### src/rtl/fetch_pkg.sv
// Shared types and constants for the instruction-fetch stage.
package fetch_pkg;

  localparam int unsigned INST_W  = 32;
  localparam int unsigned PC_STEP = 4;
  localparam logic [INST_W-1:0] NOP_INST = 32'h0000_0013;

  typedef struct packed {
    logic [31:0]       pc;
    logic [INST_W-1:0] inst;
  } fetch_entry_t;

  typedef enum logic {
    ST_FETCH = 1'b0,
    ST_HALT  = 1'b1
  } fetch_state_e;

endpackage

### src/rtl/fetch_fifo.sv
// Prefetch FIFO: ring buffer with occupancy count; flush overrides push and pop.
module fetch_fifo #(
  parameter int unsigned DEPTH = 2,
  parameter int unsigned WIDTH = 64
) (
  input  logic                     clk,
  input  logic                     rst,
  input  logic                     push,
  input  logic                     pop,
  input  logic                     flush,
  input  logic [WIDTH-1:0]         wdata,
  output logic [WIDTH-1:0]         rdata,
  output logic [$clog2(DEPTH):0]   count,
  output logic                     full,
  output logic                     empty
);

  localparam int unsigned AW = $clog2(DEPTH);
  localparam logic [AW:0] FULL_CNT = (AW+1)'(DEPTH);

  logic [WIDTH-1:0] mem [DEPTH];
  logic [AW-1:0]    rd_ptr;
  logic [AW-1:0]    wr_ptr;
  logic             do_push;
  logic             do_pop;

  assign full    = (count == FULL_CNT);
  assign empty   = (count == '0);
  assign do_pop  = pop && !empty && !flush;
  // A full FIFO may still accept a write when the head leaves in the same cycle.
  assign do_push = push && (!full || do_pop) && !flush;
  assign rdata   = mem[rd_ptr];

  always_ff @(posedge clk) begin
    if (do_push) mem[wr_ptr] <= wdata;
  end

  always_ff @(posedge clk or posedge rst) begin
    if (rst) begin
      rd_ptr <= '0;
      wr_ptr <= '0;
      count  <= '0;
    end else if (flush) begin
      rd_ptr <= '0;
      wr_ptr <= '0;
      count  <= '0;
    end else begin
      if (do_push) wr_ptr <= wr_ptr + 1'b1;
      if (do_pop)  rd_ptr <= rd_ptr + 1'b1;
      case ({do_push, do_pop})
        2'b10:   count <= count + 1'b1;
        2'b01:   count <= count - 1'b1;
        default: count <= count;
      endcase
    end
  end

endmodule

### src/rtl/fetch_unit.sv
// Instruction-fetch stage: owns the PC, reads instruction memory and buffers {pc, inst} for decode.
module fetch_unit
  import fetch_pkg::*;
#(
  parameter int unsigned        ADDR_W   = 32,
  parameter logic [ADDR_W-1:0]  RESET_PC = '0,
  parameter int unsigned        DEPTH    = 2
) (
  input  logic              clk,
  input  logic              rst,
  output logic              instRead,
  output logic [ADDR_W-1:0] instAddress,
  input  logic [INST_W-1:0] instData,
  input  logic              redirectValid,
  input  logic [ADDR_W-1:0] redirectTarget,
  output logic              fetchValid,
  output logic [INST_W-1:0] fetchInst,
  output logic [ADDR_W-1:0] fetchPC,
  input  logic              decodeReady,
  output logic              misalignErr
);

  localparam int unsigned EW = ADDR_W + INST_W;
  localparam int unsigned CW = $clog2(DEPTH) + 1;

  fetch_state_e      state;
  fetch_state_e      state_next;
  logic [ADDR_W-1:0] pc;
  logic [EW-1:0]     head;
  logic [CW-1:0]     count;
  logic              full;
  logic              empty;
  logic              pop;
  logic              misaligned;

  assign misaligned  = |redirectTarget[1:0];
  assign instAddress = pc;
  assign fetchValid  = (count != '0) && !redirectValid;
  assign pop         = fetchValid && decodeReady;
  // Gated by rst so the read strobe stays low while reset is held.
  assign instRead    = !rst && (state == ST_FETCH) && !redirectValid && (!full || pop);
  assign fetchPC     = empty ? '0 : head[EW-1:INST_W];
  assign fetchInst   = empty ? '0 : head[INST_W-1:0];

  fetch_fifo #(
    .DEPTH (DEPTH),
    .WIDTH (EW)
  ) u_fifo (
    .clk   (clk),
    .rst   (rst),
    .push  (instRead),
    .pop   (pop),
    .flush (redirectValid),
    .wdata ({pc, instData}),
    .rdata (head),
    .count (count),
    .full  (full),
    .empty (empty)
  );

  always_comb begin
    state_next = state;
    if (redirectValid) state_next = misaligned ? ST_HALT : ST_FETCH;
  end

  always_ff @(posedge clk or posedge rst) begin
    if (rst) begin
      state       <= ST_FETCH;
      misalignErr <= 1'b0;
    end else begin
      state <= state_next;
      if (redirectValid) misalignErr <= misaligned;
    end
  end

  always_ff @(posedge clk or posedge rst) begin
    if (rst) begin
      pc <= RESET_PC;
    end else if (redirectValid) begin
      pc <= redirectTarget;
    end else if (instRead) begin
      pc <= pc + ADDR_W'(PC_STEP);
    end
  end

endmodule

### config.mk
export PLATFORM = sky130hd
export DESIGN_NAME = fetch_unit
export DESIGN_NICKNAME = d
export VERILOG_FILES = /design/src/rtl/fetch_pkg.sv /design/src/rtl/fetch_fifo.sv /design/src/rtl/fetch_unit.sv
export SDC_FILE = /design/constraint.sdc
export NUM_CORES = 1
export LEC_CHECK = 0
export ABC_AREA = 1
export BUFFER_PORTS_ARGS = -buffer_cell sky130_fd_sc_hd__buf_4
export CORE_MARGIN = 2
export CORE_UTILIZATION = 55
export DETAILED_ROUTE_END_ITERATION = 16
export PLACE_DENSITY = 0.8
export SKIP_CTS_REPAIR_TIMING = 1
export SYNTH_ARGS = -nofsm -noshare
export SYNTH_HDL_FRONTEND = slang
export SYNTH_SLANG_ARGS = --single-unit
### constraint.sdc
create_clock -name clk -period 7.9 [get_ports clk]
set_input_delay 1.58 -clock clk [delete_from_list [all_inputs] [get_ports clk]]
set_output_delay 1.58 -clock clk [all_outputs]
set_load 0.01 [all_outputs]
==> results of run 1 <==
==> final cells by class <==
cell class / count / area (sq um) / area share [%]
clock buffer: 22 / 464 / 4.90
clock inverter: 10 / 125 / 1.32
inverter: 52 / 198 / 2.09
multi-input combinational: 544 / 2400 / 25.3
sequential: 165 / 4770 / 50.4
tap: 176 / 220 / 2.33
timing repair buffer: 172 / 1290 / 13.6
==> worst max-delay path: stages <==
cell and delay (ps):
sky130_fd_sc_hd__buf_4 110, sky130_fd_sc_hd__inv_1 40, sky130_fd_sc_hd__buf_4 430, sky130_fd_sc_hd__nand2_1 150, sky130_fd_sc_hd__nor2_2 190, sky130_fd_sc_hd__inv_1 80, sky130_fd_sc_hd__a21oi_2 100, sky130_fd_sc_hd__buf_4 320
sky130_fd_sc_hd__buf_4 190
==> Yosys cell counts (all sizes together) <==
cell type	count
a21o	1
a21oi	66
buf	18
clkbuf	13
clkinv	2
dfrtp	37
edfxtp	128
ha	1
inv	50
nand2	344
nand3	56
nand4	3
nor2	55
o211ai	1
o21ai	7
or2	1
xnor2	5
xor2	4
==> through the flow <==
step	instances	hold slack, ps	cell area (sq um)
3_5_place_dp	1109	500	8880
2_1_floorplan	792	516	7500
6_report	1141	514	9470
5_1_grt	1141	541	9470
3_3_place_gp	1109	500	8880
4_1_cts	1141	515	9470
==> flip-flops by register name, indices dropped and copies added, names as in the netlist <==
signal / cells
misalignErr: 1
instAddress: 32
u_fifo.rd_ptr: 1
u_fifo.count: 2
u_fifo.wr_ptr: 1
u_fifo.mem: 128
==> power groups by stage <==
stage	clock [mW]	sequential, mW	combinational [mW]
after floorplan	0	1.05	0.142
after global placement	0	1.05	0.268
after detailed placement	0	1.06	0.274
after CTS	0.816	1.04	0.275
after global routing	0.853	1.04	0.302
final	0.811	1.04	0.273
==> final timing paths <==
path                                     start                end  slack, ps  cells past startpoint
worst min-delay path            instAddress[1]  u_fifo.mem[1][33]        510                      0
min in group asynchronous                  rst     instAddress[6]       1290                      3
worst max register to register     misalignErr  u_fifo.mem[0][10]       5380                      9
worst min register to register  instAddress[1]  u_fifo.mem[1][33]        510                      0
max in group asynchronous                  rst      u_fifo.rd_ptr       6220                      3
worst max-delay path                       rst           instRead       3090                      9
==> placed cells by master, fill, tap and decap left out, types with 2 or more instances in the layout <==
| master | netlist | routed |
|---|---|---|
| sky130_fd_sc_hd__a21oi_1 | 65 | 65 |
| sky130_fd_sc_hd__buf_4 | 3 | 172 |
| sky130_fd_sc_hd__bufinv_16 | 0 | 2 |
| sky130_fd_sc_hd__clkbuf_1 | 13 | 3 |
| sky130_fd_sc_hd__clkbuf_16 | 0 | 17 |
| sky130_fd_sc_hd__clkbuf_8 | 0 | 2 |
| sky130_fd_sc_hd__clkinv_1 | 2 | 2 |
| sky130_fd_sc_hd__clkinv_4 | 0 | 3 |
| sky130_fd_sc_hd__clkinvlp_4 | 0 | 4 |
| sky130_fd_sc_hd__dfrtp_1 | 37 | 36 |
| sky130_fd_sc_hd__edfxtp_1 | 128 | 128 |
| sky130_fd_sc_hd__inv_1 | 44 | 43 |
| sky130_fd_sc_hd__inv_2 | 5 | 6 |
| sky130_fd_sc_hd__nand2_1 | 336 | 336 |
| sky130_fd_sc_hd__nand2_2 | 4 | 4 |
| sky130_fd_sc_hd__nand2_4 | 4 | 4 |
| sky130_fd_sc_hd__nand3_1 | 54 | 54 |
| sky130_fd_sc_hd__nand4_1 | 3 | 3 |
| sky130_fd_sc_hd__nor2_1 | 47 | 45 |
| sky130_fd_sc_hd__nor2_2 | 4 | 4 |
| sky130_fd_sc_hd__nor2_4 | 3 | 5 |
| sky130_fd_sc_hd__o21ai_0 | 6 | 6 |
| sky130_fd_sc_hd__xnor2_1 | 5 | 5 |
| sky130_fd_sc_hd__xor2_1 | 4 | 4 |
==> cells by family after synthesis <==
| logic type | share of synthesized area, % |
|---|---|
| AND/OR/NAND/NOR | 25.5 |
| buffers and inverters | 4.57 |
| flip-flops | 63.6 |
| XOR/XNOR | 1.05 |
| AO/OA/AOI/OAI | 5.12 |
| adder cells (fa/ha/maj) | 0.167 |
==> per-layer routing <==
metal | up-vias | share of wire, % | wire (um)
li1 | 2920 | - | -
met1 | 2798 | 44 | 7470
met2 | 228 | 48 | 8200
met3 | 20 | 7.2 | 1220
met4 | 0 | 1.2 | 204
met5 | - | 0 | 0
==> metrics.md, run 1 <==
| Metric | Value |
|---|---|
| Result of the run | `completed` |
| Number of antenna cells inserted | `0` |
| Die extent in x | `121 um` |
| WL final | `17100 um` |
| Max-slew violation total from the final report | `0` |
| Worst slew margin relative to its limit | `27.9%` |
| Total chip power | `2.12 mW` |
| Total gr overflow | `0` |
| Full die area | `0.0146 sq mm` |
| Post-DRT Antenna Nets | `0` |
| Slack of the critical path | `3090 ps` |
| Std-Cell Core Area | `0.0133 sq mm` |
| Clk sinks | `165` |
| Fraction of the core area covered by cells at the end of the flow | `71.2%` |
| Count of max-cap constraint violations | `0` |
| Iter 0 DRT Violations | `516` |
| Maximum fanout encountered on the critical timing path | `38` |
| Worst setup path class | `primary input to primary output` |
| Worst min path class | `flip-flop to flip-flop` |
| Top Ports | `167` |
| Worst skew pair latency | `420 ps` |
| Clock slew seen by the registers of the worst setup and hold paths | `60 ps` |
| Root buffer cell | `sky130_fd_sc_hd__clkbuf_16` |
| Ratio of final minimum period to clock period | `60.8%` |
| Wire length per cell after detailed routing | `15.0 um` |
| Detailed placement HPWL | `11300 um` |
| Met1 track utilization from global routing | `32.7%` |
| Number of hold violations in the final report | `0` |
| Leakage power total | `4.10 nW` |
| Achievable frequency | `208 MHz` |
| Post-synth net total | `861` |
| Initial core utilization | `56.4%` |
| Pin count of the biggest net entering global routing | `67` |
| Most used routing layer in global routing | `met2` |
| Power density of the placed cells | `224 mW/mm^2` |
| RSZ-0062 raised after global routing | `no` |
| Number of antenna violations at the first check in global routing | `0` |
| Fraction of final layout cells with drive strength greater than 1 | `23.9%` |
| Mapped Area | `0.00750 sq mm` |
| Global router's overall resource usage | `24.2%` |
| DRC violation count after routing | `0` |
| Via density per instance | `5.23` |
| Setup Total Neg Slack | `0 ps` |
| First-pass DRT Iterations | `6` |
| Category of the worst setup path capture point | `primary output` |
| Number of warning messages in the yosys log | `0` |
| Global Route met3 Usage | `4.81%` |
| Met2 Use GR | `39.5%` |
| H-tree depth | `4` |
| Portion of total power attributed to combinational logic | `12.8%` |
| Rows | `42` |
| Yosys reg bits | `165` |
| Deepest clock path buffer count | `2` |
| Post-synth top area share | `51.3%` |
| Via count of the first global-routing pass | `5585` |
| Post-route minimum period | `4810 ps` |
| Share of the yosys chip area belonging to registers | `63.6%` |
| Buffers on Ports | `166` |
| First-pass GRT wire length | `27300 um` |
| Total vias in the final route | `5966` |
| Number of clock buffers inserted by TritonCTS | `17` |
| Proportion of power drawn by flip-flops and latches | `49.0%` |
| Overall die height | `121 um` |
| Cell taking the most area after synthesis | `sky130_fd_sc_hd__edfxtp_1` |
| Net total in the final layout | `1021` |
| Post-synthesis area per instance | `9.47 sq um` |
| Synth top area cells | `sky130_fd_sc_hd__edfxtp_1 51%, sky130_fd_sc_hd__nand2_1 17%, sky130_fd_sc_hd__dfrtp_1 12%, sky130_fd_sc_hd__a21oi_1 4.3%, sky130_fd_sc_hd__nand3_1 3.6%` |
| Nature of the critical path startpoint | `primary input` |
| Post-Syn Instances | `792` |
| Count of distinct cell types in the synthesized netlist | `32` |
| Internal power consumption | `1.58 mW` |
| Required time of the worst setup path | `6320 ps` |
| Reported net switching power | `0.538 mW` |
| Layout area overhead | `26.3%` |
| Share of total power consumed by net switching | `25.3%` |
| RePlAce Congestion | `0.930` |
| Total setup violations reported at the end of the flow | `0` |
| Worst VDD drop | `0.154 mV` |
| Post-Place Setup Slack | `3080 ps` |
| Final-layout fill cell count | `1008` |
| Proportion of power drawn by the clock network | `38.2%` |
| Tightest Pin Transition | `1080 ps` |
| Largest clock skew in the final design | `14.1 ps` |
| CTS tree | `done` |
| Data arrival at the endpoint of the critical path | `3230 ps` |
Note: power is estimated with default switching activity, not from simulation.
==> run 2: changes to the inputs <==
- CORE_UTILIZATION: 55 -> 49
- PLACE_DENSITY: 0.8 -> 0.75
- clock period: 7.9 -> 4.4 ns (I/O delays scaled with it)
==> run 2 against run 1 <==
Against the previous run:
- count of clock-buffer cells in the layout decreased by 3
- worst setup slack got worse by 1700 ps
- hold slack improved by 28 ps
- largest power group unchanged
- power increased by 75%
- clock power increased by 66%
==> metrics.md, run 2 (synthesis gave the netlist of run 1 again) <==
| Metric | Value |
|---|---|
| Result of the run | `completed` |
| Worst min path class | `flip-flop to flip-flop` |
| Worst setup path class | `flip-flop to primary output` |
| Clock slew seen by the registers of the worst setup and hold paths | `60 ps` |
| Pin count of the biggest net entering global routing | `67` |
| Achievable frequency | `327 MHz` |
| Number of antenna violations at the first check in global routing | `0` |
| Number of flip-flops under the largest register name | `128` |
| Max-slew violation total from the final report | `0` |
| DRC violation count after routing | `0` |
| Data arrival at the endpoint of the critical path | `2170 ps` |
| Top Ports | `167` |
| Worst skew pair latency | `420 ps` |
| Std-Cell Core Area | `0.0151 sq mm` |
| RePlAce Congestion | `0.964` |
| Highest-count cells in the layout ignoring fill and taps | `336 x sky130_fd_sc_hd__nand2_1, 175 x sky130_fd_sc_hd__buf_4, 128 x sky130_fd_sc_hd__edfxtp_1, 65 x sky130_fd_sc_hd__a21oi_1, 54 x sky130_fd_sc_hd__nand3_1` |
| H-tree depth | `4` |
| Net total in the final layout | `1024` |
| Count of max-cap constraint violations | `0` |
| Sink of the worst hold path | `u_fifo.mem[0][32]` |
| Clk sinks | `165` |
| Initial core utilization | `49.7%` |
| Full die area | `0.0163 sq mm` |
| CTS tree | `done` |
| First-pass DRT Iterations | `6` |
| Nature of the critical path startpoint | `flip-flop` |
| Buffers on Ports | `166` |
| Number of clock buffers inserted by TritonCTS | `17` |
| Post-Place Setup Slack | `1370 ps` |
| Total gr overflow | `0` |
| Deepest clock path buffer count | `2` |
| Root buffer cell | `sky130_fd_sc_hd__clkbuf_16` |
| Fraction of final layout cells with drive strength greater than 1 | `24.0%` |
| Worst slew margin relative to its limit | `22.8%` |
| Iter 0 DRT Violations | `436` |
| Count of cells along the worst register-to-register path | `8` |
| Wire length per cell after detailed routing | `15.5 um` |
| Most frequent standard cell in the layout excluding fill and tap cells | `sky130_fd_sc_hd__nand2_1` |
| Detailed placement HPWL | `11800 um` |
| Via count of the first global-routing pass | `5525` |
| Via density per instance | `5.11` |
| Power density of the placed cells | `393 mW/mm^2` |
| Total vias in the final route | `5908` |
| Endpoint of the most critical register-to-register path | `u_fifo.mem[0][3]` |
| Setup Total Neg Slack | `0 ps` |
| Largest clock skew in the final design | `6.80 ps` |
| Layout area overhead | `26.2%` |
| Overall die height | `128 um` |
| Required time of the worst setup path | `3520 ps` |
| Die extent in x | `128 um` |
| Reg-to-reg critical path startpoint | `misalignErr` |
| Maximum fanout encountered on the critical timing path | `64` |
| Number of hold violations in the final report | `0` |
| Ratio of final minimum period to clock period | `69.4%` |
| Category of the worst setup path capture point | `primary output` |
| Leakage power total | `4.09 nW` |
| Rows | `45` |
| Min-Delay Path Depth | `0` |
| Post-route minimum period | `3050 ps` |
| First-pass GRT wire length | `28300 um` |
| Top reg by flops | `u_fifo.mem` |
| Hold path startpoint | `instAddress[0]` |
| Total setup violations reported at the end of the flow | `0` |
| Worst-case register-to-register setup slack | `2170 ps` |
| Worst VDD drop | `0.268 mV` |
| WL final | `17900 um` |
| Number of antenna cells inserted | `0` |
| Global router's overall resource usage | `22.6%` |
| RSZ-0062 raised after global routing | `no` |
| Slack of the critical path | `1350 ps` |
| Tightest Pin Transition | `1160 ps` |
| Post-DRT Antenna Nets | `0` |
==> run 2: cell types whose count changed in the layout (fill, tap and decap cells not counted), sizes merged <==
cell      before  now
clkinv         5    8
clkbuf        22   19
clkinvlp       4    5
bufinv         2    1
buf          172  175
==> run 2: through the flow <==
step | util [%] | power, mW | cell area, sq um | cells | hold WS [ps]
2_1_floorplan | - | 2.13 | 7500 | 792 | 529
3_3_place_gp | 59.1 | 2.38 | 8920 | 1124 | 524
3_5_place_dp | 59.1 | 2.39 | 8920 | 1124 | 529
4_1_cts | 62.7 | 3.74 | 9460 | 1156 | 544
5_1_grt | 62.7 | 3.87 | 9460 | 1156 | 572
6_report | 62.7 | 3.72 | 9460 | 1156 | 542
==> run 2: worst max-delay path, cell delays in order, from the launching register on <==
cell and delay (ps):
sky130_fd_sc_hd__dfrtp_2 400, sky130_fd_sc_hd__inv_2 820, sky130_fd_sc_hd__nand2_1 150, sky130_fd_sc_hd__a21oi_1 200, sky130_fd_sc_hd__buf_4 140
==> run 2: area by class of cell <==
type	count	area, sq um
Fill cell	1277	5630
Clock buffer	19	433
Clock inverter	13	110
Inverter	52	198
Timing Repair Buffer	175	1310
Sequential cell	165	4770
Multi-Input combinational cell	544	2400
Tap cell	188	235
==> run 2: routing by layer <==
metal  track usage, %  up-vias  wire, um
li1                 -     2925         -
met1             29.7     2729      7710
met2             37.7      224      8700
met3             4.42       30      1150
met4             8.14        0       338
met5                0        -         0
==> run 2: where the power goes <==
part	switching, mW	total (mW)	internal (mW)
Clock	0.582	1.35	0.773
Combinational	0.282	0.492	0.210
Sequential	0.101	1.87	1.77
==> run 2: how the worst max path moves through the flow <==
stage                       start               end  slack (ps)  cells past startpoint
CTS                 u_fifo.rd_ptr       fetchPC[23]        1330                      4
global route        u_fifo.rd_ptr     fetchInst[18]        1150                      4
finish              u_fifo.rd_ptr        fetchPC[8]        1350                      4
floorplan                     rst  u_fifo.mem[0][0]         250                      8
global placement    redirectValid  u_fifo.mem[1][5]        1420                      7
detailed placement  redirectValid  u_fifo.mem[0][3]        1370                      7
==> run 3: changes to the inputs <==
- clock period: 4.4 -> 2.7 ns (I/O delays scaled with it)
==> run 3 against run 2 <==
Against the previous run:
- power rose by 69%
- first-iteration DRC count is 3.7% lower
- sequential share of layout area fell by 0.87 points
- global-route usage fell by 0.42 points
- die area unchanged
- clock skew grew 4.5 ps
- via count increased by 1.1%
- count of clock-buffer cells in the layout rose by 4
- sequential cell count unchanged
- utilization is 1.1 points higher
- final cell count is 0.17% higher
==> metrics.md, run 3 (synthesis gave the netlist of run 1 again) <==
| Metric | Value |
|---|---|
| Layout area overhead | `28.4%` |
| Worst min path class | `primary input to flip-flop` |
| Leakage power total | `4.14 nW` |
| Category of the worst setup path capture point | `primary output` |
| Worst setup path class | `flip-flop to primary output` |
| CTS tree | `done` |
| Total setup violations reported at the end of the flow | `0` |
| Std-Cell Core Area | `0.0151 sq mm` |
| Non-filler instance count after layout | `1158` |
| Result of the run | `completed` |
| Placed insts | `1126` |
| Total chip power | `6.27 mW` |
| Number of hold violations in the final report | `0` |
| Cell area reported after detailed placement | `0.00902 sq mm` |
| Number of antenna violations at the first check in global routing | `0` |
| First-pass DRT Iterations | `5` |
| Tightest Pin Transition | `716 ps` |
| RePlAce Congestion | `0.936` |
| Max-slew violation total from the final report | `0` |
| Die extent in x | `128 um` |
| Achievable frequency | `413 MHz` |
| Top reg by flops | `u_fifo.mem` |
| Via density per instance | `5.16` |
| Highest-count cells in the layout ignoring fill and taps | `334 x sky130_fd_sc_hd__nand2_1, 172 x sky130_fd_sc_hd__buf_4, 128 x sky130_fd_sc_hd__edfxtp_1, 65 x sky130_fd_sc_hd__a21oi_1, 54 x sky130_fd_sc_hd__nand3_1` |
| Total vias in the final route | `5973` |
| Largest clock skew in the final design | `11.3 ps` |
| Wire length per cell after detailed routing | `15.3 um` |
| Worst VDD drop | `0.399 mV` |
| DRC violation count after routing | `0` |
| Iter 0 DRT Violations | `420` |
| Number of flip-flops under the largest register name | `128` |
| Post-Place Setup Slack | `546 ps` |
| Total gr overflow | `0` |
| Buffer and inverter count on the worst path | `2` |
| Global router's overall resource usage | `22.2%` |
| Initial core utilization | `49.7%` |
| Full die area | `0.0163 sq mm` |
| Pin count of the biggest net entering global routing | `67` |
| Net total in the final layout | `1026` |
| Required time of the worst setup path | `2160 ps` |
| Root buffer cell | `sky130_fd_sc_hd__clkbuf_16` |
| Master of the slowest instance on the critical path | `sky130_fd_sc_hd__buf_4` |
| Most frequent standard cell in the layout excluding fill and tap cells | `sky130_fd_sc_hd__nand2_1` |
| Post-DRT Antenna Nets | `0` |
| Fraction of final layout cells with drive strength greater than 1 | `24.9%` |
| Cell breakdown of the critical path | `buf_4 > nand2_1 > a21oi_1 > buf_4` |
| Number of antenna cells inserted | `0` |
| Number of clock buffers inserted by TritonCTS | `17` |
| Power density of the placed cells | `651 mW/mm^2` |
| Fraction of the core area covered by cells at the end of the flow | `63.8%` |
| RSZ-0062 raised after global routing | `no` |
| Setup Total Neg Slack | `0 ps` |
| Rows | `45` |
| WL final | `17700 um` |
| Largest incremental delay on the critical path | `580 ps` |
| Most frequent cell on the critical path | `sky130_fd_sc_hd__buf_4` |
| Nature of the critical path startpoint | `flip-flop` |
| First-pass GRT wire length | `27900 um` |
| Buffers on Ports | `166` |
| Hold WS | `303 ps` |
| Post-route minimum period | `2420 ps` |
| Count of max-cap constraint violations | `0` |
| Non-Filler Cell Area, Final | `0.00963 sq mm` |
| Worst slew margin relative to its limit | `52.3%` |
| Clock slew seen by the registers of the worst setup and hold paths | `60 ps` |
| Clk sinks | `165` |
| Worst skew pair latency | `420 ps` |
| Overall die height | `128 um` |
| Deepest clock path buffer count | `2` |
| Slack of the critical path | `281 ps` |
| Via count of the first global-routing pass | `5455` |
| Maximum fanout encountered on the critical timing path | `66` |
| H-tree depth | `4` |
| Ratio of final minimum period to clock period | `89.6%` |
| Data arrival at the endpoint of the critical path | `1880 ps` |
| Top Ports | `167` |
| Cell type group with the largest total delay on the critical path | `buffers and inverters` |
| Detailed placement HPWL | `12000 um` |
-- run 3: layer usage --
| layer | wire length (um) | global-route usage (%) | share of wire, % |
|---|---|---|---|
| met5 | 0 | 0 | 0 |
| met4 | 355 | 7.82 | 2.0 |
| met3 | 1060 | 4.72 | 6.0 |
| met2 | 8610 | 36.0 | 49 |
| met1 | 7720 | 29.9 | 43 |
-- run 3: worst reg2reg max path, stage by stage (launching register included) --
cell,delay [ps]
sky130_fd_sc_hd__dfrtp_1,380
sky130_fd_sc_hd__inv_1,120
sky130_fd_sc_hd__nand2_2,90
sky130_fd_sc_hd__nor2_4,160
sky130_fd_sc_hd__inv_2,50
sky130_fd_sc_hd__a21oi_2,210
sky130_fd_sc_hd__nand2_4,80
sky130_fd_sc_hd__clkinvlp_4,270
sky130_fd_sc_hd__buf_12,240
-- run 3: layout make-up --
| class | instances | area [sq um] |
|---|---|---|
| Inverter | 52 | 205 |
| Sequential cell | 165 | 4770 |
| Clock buffer | 23 | 520 |
| Multi-Input combinational cell | 544 | 2410 |
| Fill cell | 1225 | 5460 |
| Clock inverter | 9 | 88.8 |
| Tap cell | 188 | 235 |
| Timing Repair Buffer | 177 | 1390 |
-- run 3: power by group --
| part | leakage (nW) | switching (mW) | internal (mW) |
|---|---|---|---|
| logic | 2.25 | 0.466 | 0.354 |
| registers | 1.62 | 0.160 | 2.88 |
| clock network | 0.280 | 0.955 | 1.45 |
-- run 3: path summary, 6_finish.rpt --
check / startpoint / end / slack [ps] / cells past startpoint
max: u_fifo.rd_ptr / fetchInst[14] / 280 / 4
min: instData[0] / u_fifo.mem[0][0] / 300 / 1
max reg2reg: misalignErr / u_fifo.mem[0][25] / 800 / 8
min reg2reg: instAddress[0] / u_fifo.mem[0][32] / 520 / 0
max in group asynchronous: rst / u_fifo.rd_ptr / 2000 / 3
min in group asynchronous: rst / instAddress[2] / 310 / 3
